===== src/rtl/serdesphy_rx_word_unpacker.sv =====
`default_nettype none
// ============================================================================
// Module      : serdesphy_rx_word_unpacker
// Description : Buffers received words in a small FIFO and serialises each
//               word into N lanes of LANE_W bits with valid/ready handshake.
// Revision    : 1.0 - initial release
// ============================================================================
module serdesphy_rx_word_unpacker #(
    parameter int WORD_W     = 8,
    parameter int LANE_W     = 4,
    parameter int FIFO_DEPTH = 2,
    parameter int MSB_FIRST  = 0
) (
    input  logic                               clk,
    input  logic                               rst,
    input  logic [WORD_W-1:0]                  in_word,
    input  logic                               in_valid,
    output logic                               in_ready,
    output logic [LANE_W-1:0]                  out_lane,
    output logic                               out_valid,
    input  logic                               out_ready,
    output logic                               out_first,
    output logic                               out_last,
    output logic [$clog2(FIFO_DEPTH+1)-1:0]    fifo_level,
    output logic [7:0]                         drop_count
);

    localparam int N     = WORD_W / LANE_W;
    localparam int IDX_W = $clog2(N);
    localparam int PTR_W = $clog2(FIFO_DEPTH);
    localparam int LVL_W = $clog2(FIFO_DEPTH + 1);

    localparam logic [IDX_W-1:0] c_last_idx = IDX_W'(N - 1);
    localparam logic [LVL_W-1:0] c_full_lvl = LVL_W'(FIFO_DEPTH);

    localparam logic [0:0] c_st_empty  = 1'b0;
    localparam logic [0:0] c_st_active = 1'b1;

    logic [WORD_W-1:0] r_mem [FIFO_DEPTH];
    logic [PTR_W-1:0]  r_wr_ptr;
    logic [PTR_W-1:0]  r_rd_ptr;
    logic [LVL_W-1:0]  r_level;
    logic [0:0]        r_state;
    logic [WORD_W-1:0] r_word;
    logic [IDX_W-1:0]  r_idx;
    logic [7:0]        r_drop;

    logic              w_active;
    logic              w_push;
    logic              w_pop;
    logic              w_xfer;
    logic              w_at_last;
    logic              w_fifo_empty;
    logic [LANE_W-1:0] w_lanes [N];

    assign w_active     = (r_state == c_st_active);
    assign w_fifo_empty = (r_level == '0);
    assign w_at_last    = (r_idx == c_last_idx);
    assign w_xfer       = w_active && out_ready;
    // Full means full: a pop in the same cycle does not open a slot early.
    assign in_ready     = (r_level != c_full_lvl);
    assign w_push       = in_valid && in_ready;
    assign w_pop        = (!w_active || (w_xfer && w_at_last)) && !w_fifo_empty;

    always_ff @(posedge clk) begin
        if (w_push) begin
            r_mem[r_wr_ptr] <= in_word;
        end
    end

    always_ff @(posedge clk) begin
        if (rst) begin
            r_wr_ptr <= '0;
            r_rd_ptr <= '0;
            r_level  <= '0;
        end else begin
            if (w_push) begin
                r_wr_ptr <= r_wr_ptr + PTR_W'(1);
            end
            if (w_pop) begin
                r_rd_ptr <= r_rd_ptr + PTR_W'(1);
            end
            case ({w_push, w_pop})
                2'b10:   r_level <= r_level + LVL_W'(1);
                2'b01:   r_level <= r_level - LVL_W'(1);
                default: r_level <= r_level;
            endcase
        end
    end

    always_ff @(posedge clk) begin
        if (rst) begin
            r_state <= c_st_empty;
            r_word  <= '0;
            r_idx   <= '0;
        end else if (w_pop) begin
            r_state <= c_st_active;
            r_word  <= r_mem[r_rd_ptr];
            r_idx   <= '0;
        end else if (w_xfer) begin
            if (w_at_last) begin
                r_state <= c_st_empty;
            end else begin
                r_idx <= r_idx + IDX_W'(1);
            end
        end
    end

    always_ff @(posedge clk) begin
        if (rst) begin
            r_drop <= '0;
        end else if (in_valid && !in_ready && (r_drop != 8'hFF)) begin
            r_drop <= r_drop + 8'd1;
        end
    end

    // Lane k of the word, in transmit order.
    generate
        for (genvar k = 0; k < N; k++) begin : g_lane
            if (MSB_FIRST != 0) begin : g_msb
                assign w_lanes[k] = r_word[(N-1-k)*LANE_W +: LANE_W];
            end else begin : g_lsb
                assign w_lanes[k] = r_word[k*LANE_W +: LANE_W];
            end
        end
    endgenerate

    assign out_valid  = w_active;
    assign out_lane   = w_active ? w_lanes[r_idx] : '0;
    assign out_first  = w_active && (r_idx == '0);
    assign out_last   = w_active && w_at_last;
    assign fifo_level = r_level;
    assign drop_count = r_drop;

endmodule
`default_nettype wire


===== config.mk =====
export PLATFORM = sky130hd
export DESIGN_NAME = serdesphy_rx_word_unpacker
export DESIGN_NICKNAME = d
export VERILOG_FILES = /design/src/rtl/serdesphy_rx_word_unpacker.sv
export SDC_FILE = /design/constraint.sdc
export NUM_CORES = 1
export LEC_CHECK = 0
export CAP_MARGIN = 20
export CORE_ASPECT_RATIO = 0.9
export CORE_MARGIN = 2
export CORE_UTILIZATION = 40
export DETAILED_ROUTE_END_ITERATION = 10
export PLACE_DENSITY = 0.66
export SLEW_MARGIN = 5
export SYNTH_ARGS = -nofsm -noshare
export SYNTH_HDL_FRONTEND = slang
export SYNTH_SLANG_ARGS = --single-unit

===== constraint.sdc =====
create_clock -name clk -period 1.8 [get_ports clk]
set_input_delay 0.45 -clock clk [delete_from_list [all_inputs] [get_ports clk]]
set_output_delay 0.45 -clock clk [all_outputs]
set_load 0.01 [all_outputs]

# After elaboration in Yosys (flattened, before gate mapping)

Memory sizes are Yosys's and may differ from the RTL's. A register that Yosys moved wholly into a read port is not among the register bits.
Cells that the tools add are included.

Add/sub/neg operators: 6
$lt $le $gt $ge: 1
Equality and inequality tests: 4
Multiplexer cells: 11
Bitwise operators: 2
Reductions and logical operators: 18

Operators with widths:

| cell                  | count |
|---|---|
| $mux W4               | 4 |
| $add A8 B1 Y8 const B | 1 |
| $logic_and A1 B1 Y1   | 8 |
| $ne A8 B8 Y1 const B  | 1 |
| $mux W1               | 6 |
| $reduce_bool A2 Y1    | 3 |
| $pmux W2 S2           | 1 |
| $add A1 B1 Y1 const B | 3 |
| $logic_not A1 Y1      | 3 |
| $add A2 B1 Y2 const B | 1 |
| $eq A2 B1 Y1 const B  | 1 |
| $eq A2 B2 Y1 const B  | 1 |
| $ge A2 B2 Y1 const B  | 1 |
| $logic_not A2 Y1      | 1 |
| $ne A2 B2 Y1 const B  | 1 |
| $not A1 Y2            | 1 |
| $reduce_and A2 Y1     | 1 |
| $reduce_or A2 Y1      | 1 |
| $sub A2 B1 Y2 const B | 1 |
| $logic_or A1 B1 Y1    | 1 |
| $not A1 Y1            | 1 |

Register bits: 14
RAM bits: 16
Input port bits: 12
Output and inout bits: 18
Logic and storage cells: 49
Memories: 1

Memory list:

| name  | depth | bits a word | read ports | clocked after Yosys merged registers in | wr ports | line | RTL |
|---|---|---|---|---|---|---|---|
| r_mem | 2     | 8           | 1          | 1                                       | 1        | 39   | `logic [WORD_W-1:0] r_mem [FIFO_DEPTH];` |

# Longest topological paths before layout

Depth after elaboration: 6
Gate-level depth with buffers: 8
Mapped depth without buffers: 6

# Worst setup path after synthesis

Ideal clock, no wire load.

Kind: input port to flip-flop
Start: input port out_ready
End: register r_level[1], in the netlist fifo_level[1]
Setup time: 0.070 ns
Arrival: 1.699 ns
Required time: 1.730 ns
Path slack: 0.031 ns
Cell stages on the path: 6
Path buffers: 1
Cells stage by stage: nand2_1 a21oi_4 buf_4 ha_1 or3_1 a21oi_1

Longest elaborated chain between the ends: 6
Elaborated cells on any way between the ends: 8
Those cells by class: 2 x eq/ne; 1 x mux; 5 x reduce/logical

RTL lines:

| what                                              | line | RTL |
|---|---|---|
| start, declared                                   | 21   | `input logic out_ready,` |
| $logic_and A1 B1 Y1 (*)                           | 59   | `assign w_xfer = w_active && out_ready;` |
| $logic_and A1 B1 Y1 (*)                           | 63   | `assign w_pop = (!w_active \|\| (w_xfer && w_at_last)) && !w_fifo_empty;` |
| $logic_or A1 B1 Y1 (*)                            | 63   |  |
| $logic_and A1 B1 Y1 (*)                           | 63   |  |
| via w_pop                                         | 50   | `logic w_pop;` |
| $eq A2 B1 Y1 or $eq A2 B2 Y1 (tied branches)      | 83   | `case ({w_push, w_pop})` |
| $pmux W2 S2 or $reduce_bool A2 Y1 (tied branches) | n/a  |  |
| end signal, assigned                              | 84   | `2'b10: r_level <= r_level + LVL_W'(1);` |
| end signal, assigned                              | 85   | `2'b01: r_level <= r_level - LVL_W'(1);` |
| end signal, assigned                              | 86   | `default: r_level <= r_level;` |
| end, declared                                     | 42   | `logic [LVL_W-1:0] r_level;` |

Mark *: on every way through the listed nets, which the timed path passes. The rest lies on a longest branch.
A chain may end at the register's enable or synchronous reset.

# Worst setup path in the final report

Start: input port out_ready
End: register r_level[1], in the netlist fifo_level[1]

Longest elaborated chain between the ends: 6
Elaborated cells on any way between the ends: 8
Those cells by class: 2 x eq/ne; 1 x mux; 5 x reduce/logical

RTL lines:

| what                                              | line |
|---|---|
| $logic_and A1 B1 Y1 (*)                           | 59 |
| $logic_and A1 B1 Y1 (*)                           | 63 |
| $logic_or A1 B1 Y1 (*)                            | 63 |
| $logic_and A1 B1 Y1 (*)                           | 63 |
| $eq A2 B1 Y1 or $eq A2 B2 Y1 (tied branches)      | 83 |
| $pmux W2 S2 or $reduce_bool A2 Y1 (tied branches) | n/a |

Mark *: on every way between the ends. The rest lies on a longest branch, timed or not.

==> qor.yml <==
clock_network:
  clkTransAtPathRegs_ns: 0.07
  cts_max_level: 2
  worst_skew_pair.late_latency_ns: 0.29
  cts_buffer_depth: 2
  clock-root-buffer: "clkbuf_8"
  cts_tree: "built"
  cts.sinks: 38
  numCtsBuffers: 5
place:
  dpl_cell_area_um2: 2000
  gp_congestion: 0.788
  hpwl_mm: 2.01
  portBuffers: 29
sta:
  finalSetupViolCount: 0
  period_share_pct: 95.7
  worst_slew_pin_slew_ns: 0.475
  max_freq_ghz: 0.580
  clock_skew_ns: 0.00655
  max_slew_margin_pct: 68.3
  slew_viol_final: 0
  final.min_clock_period_ns: 1.72
  whs_ns: 0.501
  rsz0062_at_grt: "false"
  hold_viol_final: 0
floorplanning:
  die-area_um2: 4520
  core_um2: 3780
  die_w_um: 70.6
  row_count: 21
  start_util_pct: 42.2
  ioPinCount: 30
  die_h_um: 64.0
critical_path:
  r2r-start: "r_idx"
  worstSetupPathType: "primary input to register"
  crit_start: "out_ready"
  critPathMaxStageDelay_ns: 0.49
  endpoint_kind: "register"
  reg2regPathDepth: 6
  crit_required_ns: 2.02
  path_cells: "clkdlybuf4s50_1 -> nand2_1 -> a21oi_4 -> ha_1 -> or3_1 -> a21oi_1"
  crit_path_end: "fifo_level[1]"
  rrSetupSlack_ns: 0.24
  cp_top_family: "buffers and inverters"
  crit_arrival_ns: 1.94
  crit_path_start_kind: "primary input"
  slowest_stage: "clkdlybuf4s50_1"
  path_max_fanout: 2
  critical_path_buf_inv_count: 1
  crit_cells: 6
  reg2reg_to: "fifo_level[1]"
detailed_routing:
  vias_per_cell: 4.82
  vias: 1070
  detail-route-antenna-nets: 0
  drtIter0Drc: 22
  route.detailed.drc: 0
  totalWireLength_mm: 2.67
  drtPass1Iterations: 4
  routedWlPerCell_um: 12.0
power:
  p_leak_nw: 0.845
  power_density_nw_per_um2: 1280
  ir_drop_uv: 540
  power.total_mw: 2.71
synth:
  syn_area_per_cell_um2: 11.9
  synth_mux_area_share_pct: 9.71
  synth_fp_nets: 148
  synthXorXnorAreaFrac_pct: 4.93
  synth_top_area_cell: "edfxtp_1"
  ys_seq_area_share_pct: 57.6
  synthSimpleGateAreaFrac_pct: 15.1
  synth_top_family_by_area: "simple AND/OR/NAND/NOR gates"
  syn_area_um2: 1600
  synth_compound_area_share_pct: 8.38
  synth_edf_count: 16
  yosysTopAreaCellShare_pct: 30.1
  yosys-top-cells-area: "edfxtp_1, dfxtp_1, mux2i_1"
  async_flop_share_pct: 0
  yosys_register_bits: 38
  synth_warnings: 0
  netlist_instances: 134
  synth.distinct_cells: 32
  ys.flop_type: "dfxtp_1"
  synthAdderAreaFrac_pct: 1.57
layout:
  area_growth_pct: 32.7
  num_antenna_cells: 0
  layout-drive-gt1-share_pct: 16.5
  final_area_um2: 2120
  multi_input_area_um2: 634
  utilization_pct: 56.0
  ff_latch_area_um2: 930
  fillers: 338
  fin_nets: 189
grt:
  grt_pass1_vias: 1062
  antenna_found_initial: 0
  grt_use_total_pct: 13.5
  overflow: 0
  grt_pass1_wl_mm: 4.73
  grt_max_degree: 19
outcome:
  status: "completed"
worst_hold_path:
  whs_path_depth: 2
  min_path_type: "register to register"
run:
  drv_cap: 0
==> cells in the final DEF (no fill, tap or decap), types with 2 or more instances in the layout <==
master,netlist,final
nand2_1,3,3
nor2_1,21,21
nand3_1,2,2
clkdlybuf4s50_1,0,22
ha_1,2,2
xor2_1,7,7
xnor2_1,2,2
clkbuf_8,0,5
edfxtp_1,16,16
dfxtp_1,22,17
nand4_1,2,2
nand2b_1,2,2
dfxtp_2,0,4
a211oi_1,8,8
dlygate4sd2_1,0,5
buf_4,2,11
nor2b_1,6,6
mux2i_1,14,14
and2_1,2,2
dlymetal6s2s_1,0,2
and3_1,3,3
a21oi_1,3,3
==> tightest hold or removal path: cells and delay by family (launching register included) <==
kind,cells,cell delay (ns)
flops,1,0.31
compound gates,1,0.05
simple gates,1,0.10
==> registers in the layout, indices dropped and copies added (netlist names) <==
register,cells
r_mem,16
out_valid,1
r_wr_ptr,1
r_idx,1
r_rd_ptr,1
fifo_level,2
r_word,8
drop_count,8
==> layout make-up <==
class                           instances  area share [%]
Clock buffer                            6            3.42
Clock inverter                          2            1.59
Multi-Input combinational cell         89            29.9
Sequential cell                        38            43.9
Tap cell                               46            2.72
Timing Repair Buffer                   41            18.5
==> Yosys cell counts (2+ instances only) <==
cell      instances
edfxtp_1         16
nand2b_1          2
and2_1            2
nor2b_1           6
xnor2_1           2
nor2_1           21
a21oi_1           3
a211oi_1          8
nand4_1           2
and3_1            3
nand2_1           3
xor2_1            7
ha_1              2
nand3_1           2
clkbuf_1          3
dfxtp_1          22
buf_4             2
mux2i_1          14
==> power breakdown <==
group          switching (mW)  internal, mW
sequential              0.141          1.09
combinational           0.368         0.424
clock                   0.280         0.409
total                   0.788          1.93
==> what timing repair did <==
action,CTS,global route
resized for setup,9,4
hold buffers,0,0
setup buffers,1,0
pin swaps,0,0
endpoints found under the setup margin,7,4
==> kinds of logic after synthesis <==
| group | count (synthesis) |
|---|---|
| and+or+nand+nor | 46 |
| DFF | 38 |
| AOI/OAI and AO/OA | 17 |
| muxes | 15 |
| xor gates and xnor gates | 9 |
| buffers and inverters | 7 |
| adders and majority gates | 2 |
==> stage by stage <==
stage               cells  TNS, ns  worst slack [ns]
finish                222        0            0.0773
global route          222        0            0.0224
CTS                   222        0           0.00538
detailed placement    213   -0.443            -0.229
global placement      213   -0.290            -0.191
floorplan             134        0            0.0305
==> how the worst min path moves through the flow <==
stage / start / endpoint / slack [ns]
floorplan: r_word[0] / r_word[0] / 0.48
global placement: r_word[3] / r_word[3] / 0.50
detailed placement: r_word[3] / r_word[3] / 0.49
CTS: r_word[3] / r_word[3] / 0.50
global route: r_word[3] / r_word[3] / 0.53
finish: r_word[7] / r_word[7] / 0.50
==> routing by layer <==
layer | routed length (um) | global-route usage, %
met1 | 1340 | 18.7
met2 | 1160 | 18.9
met3 | 123 | 4.42
met4 | 44 | 6.84
met5 | 0 | 0
Power figures use the tool's default switching activity.
==> RTL edit 1: new RTL, config.mk and constraints unchanged <==
Set the parameter `LANE_W` to 2 (it was 4).
--- a/src/rtl/serdesphy_rx_word_unpacker.sv
+++ b/src/rtl/serdesphy_rx_word_unpacker.sv
@@ -7,7 +7,7 @@
 // ============================================================================
 module serdesphy_rx_word_unpacker #(
     parameter int WORD_W     = 8,
-    parameter int LANE_W     = 4,
+    parameter int LANE_W     = 2,
     parameter int FIFO_DEPTH = 2,
     parameter int MSB_FIRST  = 0
 ) (
Ports: changed (resized out_lane); port bits go from 30 to 28. No check against the original RTL was run, so the function may have changed too.
==> RTL edit 1 against the unedited design <==
The run now ends with setup timing left. Cell area up 1.8%. Maximum frequency down 7.6%. Total power down 2.7%. Routed wire length up 7.5%. Register-to-register slack worse by 0.13 ns. Synthesized cell count up 0.75%. Setup slack worse by 0.14 ns. Area after synthesis up 3.2%. Sequential cell count up 1. Critical endpoint is now out_lane[1].
==> RTL edit 1: results (changes against the unedited design) <==
[run_status]
status=finished with violations
violations=setup timing

[cells_and_area]
fillers=342  ; +1.2%
fin_nets=193  ; +2.1%

[sta]
fin_setup_tns_ns=-0.117  ; -0.117 ns
setup_violations=2  ; +2
worstMarginPinSlew_ns=0.489  ; +0.0144 ns
setup_slack_ns=-0.0643  ; -0.142 ns

[synth]
synth.avg_cell_area_um2=12.2  ; +2.4%
synth_common_cells=dfxtp_1, nor2_1, edfxtp_1
ys_seq_area_frac=0.571  ; -0.00579

[grt]
grt_pass1_wl_um=5140  ; +8.6%
grt_pass1_vias=1114  ; +4.9%

[placement]
place.gp.congestion=0.743  ; -5.6%
port_buffers=27  ; -6.9%
place_area_um2=2050  ; +2.7%

[pwr]
leakage_nw=0.813  ; -3.8%
p_sw_frac=0.307  ; +0.0169
clkPwrFrac=0.212  ; -0.042
power_density_nw_per_um2=1220  ; -4.4%
pg_comb_w=0.000817  ; +3.2%
peakVddDrop_uv=565  ; +4.7%

[route]
drt-total-wl_um=2860  ; +7.5%
drtIter0Drc=45  ; +100%
firstDrtPassIters=6  ; +2
vias_per_cell=4.88  ; +1.4%

[worst_setup_path]
r2r_slack_ns=0.11  ; -0.13 ns
crit_arrival_ns=1.41  ; -0.53 ns

[worst_hold_path]
holdPathEnd=r_word[2]

[clock_tree]
cts_resized=15  ; +6

## RTL edit 1: changes by cell type in the layout (fill, tap and decap cells not counted), sizes merged, moves of 3 or more
cell,delta
and2,+3
buf,+3
dlygate4sd2,-3
mux2i,-4
nor2b,-5
## RTL edit 1: metrics by stage
step | setup slack [ns] | power [W] | hold WS (ns)
2_1_floorplan | 0.00607 | 0.00177 | 0.475
3_3_place_gp | -0.195 | 0.00206 | 0.498
3_5_place_dp | -0.251 | 0.00210 | 0.498
4_1_cts | -0.0841 | 0.00266 | 0.509
5_1_grt | -0.112 | 0.00282 | 0.538
6_report | -0.0643 | 0.00264 | 0.506
## RTL edit 1: layer usage
layer / share of wire / global-route usage
met3: 0.042 / 0.0420
met5: 0 / 0
met1: 0.49 / 0.196
met2: 0.45 / 0.209
met4: 0.013 / 0.0566
## RTL edit 1: worst max path at each step
stage	endpoint	cells after the start
6_report	out_lane[1]	3
5_1_grt	out_lane[1]	3
4_1_cts	out_lane[1]	3
3_5_place_dp	fifo_level[1]	6
3_3_place_gp	fifo_level[1]	6
2_1_floorplan	fifo_level[1]	7
## RTL edit 1: layout make-up
class	count	share of cell area
Multi-Input combinational cell	89	0.315
Tap cell	48	0.0278
Timing Repair Buffer	40	0.173
Sequential cell	39	0.441
Clock inverter	2	0.00580
Inverter	2	0.00348
Clock buffer	6	0.0336
## RTL edit 1: kinds of logic after synthesis
group	after synthesis	share of synthesized area
xor+xnor	11	0.0584
flops	39	0.571
mux	13	0.0971
buf+inv	7	0.0182
simple gates	45	0.151
fa+ha+maj	4	0.0304
compound gates	16	0.0744
## RTL edit 1: worst max-delay path, cell delays in order, from the launching register on
cell and delay (ns):
dfxtp_4 0.38, mux4_2 0.48, and2_1 0.14, buf_2 0.13
==> RTL edit 2: new RTL, same settings <==
Without the edit above. Make the reset (`rst`) asynchronous in 3 clocked blocks.
--- a/src/rtl/serdesphy_rx_word_unpacker.sv
+++ b/src/rtl/serdesphy_rx_word_unpacker.sv
@@ -68,7 +68,7 @@
         end
     end
 
-    always_ff @(posedge clk) begin
+    always_ff @(posedge clk or posedge rst) begin
         if (rst) begin
             r_wr_ptr <= '0;
             r_rd_ptr <= '0;
@@ -88,7 +88,7 @@
         end
     end
 
-    always_ff @(posedge clk) begin
+    always_ff @(posedge clk or posedge rst) begin
         if (rst) begin
             r_state <= c_st_empty;
             r_word  <= '0;
@@ -106,7 +106,7 @@
         end
     end
 
-    always_ff @(posedge clk) begin
+    always_ff @(posedge clk or posedge rst) begin
         if (rst) begin
             r_drop <= '0;
         end else if (in_valid && !in_ready && (r_drop != 8'hFF)) begin
Check against the original RTL: differs if rst is asserted again (counterexample within 4 cycles, from zero or initial values and one cycle with rst high); with rst held inactive, the same outputs for 10 cycles.
==> RTL edit 2 against the unedited design <==
Setup slack got worse by 0.044 ns. Critical endpoint is now drop_count[7]. Sequential cell count did not move. Synthesized cell count fell by 11%. Routed wire length increased by 17%. Area after synthesis is 8.4% higher. Global-route usage grew 1.5 points. Cell area increased by 6.8%.
Power is not compared: it rests on default switching activity, and its combinational part moved more than twofold at a synthesized area within 25%.
==> RTL edit 2: results (changes against the unedited design) <==
[synth]
synthesis.nets=133  ; -10%
synth_fa_ha_area_frac=0.0145  ; -0.00121
synth_warnings=0  ; unchanged
synth-async-reset-ratio=0.579  ; +0.579
synth.distinct_cells=36  ; +13%
synthMuxAreaShare=0.168  ; +0.0705
synth_compound_area_frac=0.0434  ; -0.0404
synthTopCellsByArea=dfrtp_1, edfxtp_1, mux2_2
synth_common_cells=dfrtp_1, edfxtp_1, mux2_2
ys_seq_area_frac=0.595  ; +0.0190
synth-xor-area-share=0.0354  ; -0.0139

[cells_and_area]
area_growth_pct=30.8
diodes=0  ; unchanged
fillers=351  ; +3.8%
final_layout_size_suffix_gt1_frac=0.357  ; +0.192
top_register=r_mem
largest_register_ffs=16  ; unchanged
fin_nets=181  ; -4.2%

[worst_hold_path]
whs_path_depth=1  ; -1

[worst_setup_path]
crit_arrival_ns=1.32  ; -0.62 ns
crit_path_max_fanout=6  ; +4
slowest_delay_ns=0.57  ; +0.08 ns
ff2ff_path_depth=5  ; -1
cpLargestDelayFamily=buffers and inverters
critPathSlowestCell=clkdlybuf4s50_1

[placement]
dp_hpwl_um=2190  ; +8.5%
port_buffers=29  ; unchanged
pre_cts_slack_ns=-0.0281  ; +0.201 ns
place.gp.congestion=0.813  ; +3.2%

[clock_tree]
cts_buffers=5  ; unchanged
root_buffer=clkbuf_8

[grt]
grt_pass1_wl_um=5200  ; +9.8%
antenna_found_initial=0  ; unchanged
grt_pass1_vias=1023  ; -3.7%
grt_max_degree=23  ; +4
track_usage=0.150  ; +0.0146

[route]
drt-total-wl_um=3110  ; +17%
drtIter0Drc=48  ; +120%
vias_per_cell=4.91  ; +1.8%

[sta]
worstMarginPinSlew_ns=0.349  ; -0.126 ns
fin_skew_ns=0.00999  ; +0.00344 ns

[run_status]
status=finished, final reports clean

[pwr]
leakage_nw=0.927

==> RTL edit 2: cell types whose count changed in the layout (fill, tap and decap cells not counted), sizes merged, moves of 3 or more <==
cell / before / now
dfrtp: 0 / 22
dfxtp: 22 / 0
mux2: 1 / 19
nor2: 22 / 8
mux2i: 14 / 5
a211oi: 8 / 0
buf: 12 / 17
inv: 0 / 5
xor2: 7 / 2
xnor2: 2 / 5
==> RTL edit 2: cells by family (layout without fill, tap and decap cells) <==
kind of cell               Yosys count  count (layout)
AOI/OAI and AO/OA                   10              10
adders and majority gates            2               2
muxes                               24              24
buffers and inverters                8              57
xor gates and xnor gates             7               7
and+or+nand+nor                     30              30
DFF                                 38              38
==> RTL edit 2: area by class of cell <==
class	count	area, µm²	area share
clock buffers	6	72.6	0.0320
multi-input cells	73	662	0.292
flip-flops and latches	38	1040	0.458
repair buffers	44	402	0.177
clock inverters	2	10.0	0.00442
inverters	5	21.3	0.00939
well taps	48	60.1	0.0265
==> RTL edit 2: per-layer routing <==
layer | share of wire | wire length [µm] | GRT usage
met5 | 0 | 0 | 0
met4 | 0.013 | 39 | 0.0750
met3 | 0.050 | 157 | 0.0549
met2 | 0.45 | 1400 | 0.211
met1 | 0.49 | 1510 | 0.202
==> RTL edit 2: where the power goes <==
part	switching, W	internal [W]	total (W)
registers	0.000270	0.00123	0.00150
clock network	0.000286	0.000268	0.000554
logic	0.000693	0.00101	0.00170
==> RTL edit 2: worst paths after layout <==
kind                               start            end  slack, ns
max                        drop_count[7]  drop_count[7]       0.03
min                             r_wr_ptr       r_wr_ptr       0.49
max reg2reg                    out_valid      r_word[3]       0.29
min reg2reg                     r_wr_ptr       r_wr_ptr       0.49
max in group asynchronous            rst  drop_count[2]       1.05
min in group asynchronous            rst      r_word[3]       0.50
==> RTL edit 2: through the flow <==
| step | TNS (ns) | std cells | utilization | hold WS, ns | cell area (µm²) |
|---|---|---|---|---|---|
| final | 0 | 216 | 0.548 | 0.490 | 2260 |
| after global routing | 0 | 216 | 0.548 | 0.521 | 2260 |
| after CTS | 0 | 216 | 0.547 | 0.493 | 2260 |
| after detailed placement | -0.0794 | 203 | 0.520 | 0.480 | 2150 |
| after global placement | -0.0105 | 203 | 0.520 | 0.476 | 2150 |
| after floorplan | 0 | 119 | - | 0.439 | 1730 |
==> RTL edit 2: repair_timing <==
item,in CTS,in global routing
resized for setup,18,8
setup endpoints to repair,9,6
buffers inserted,5,0
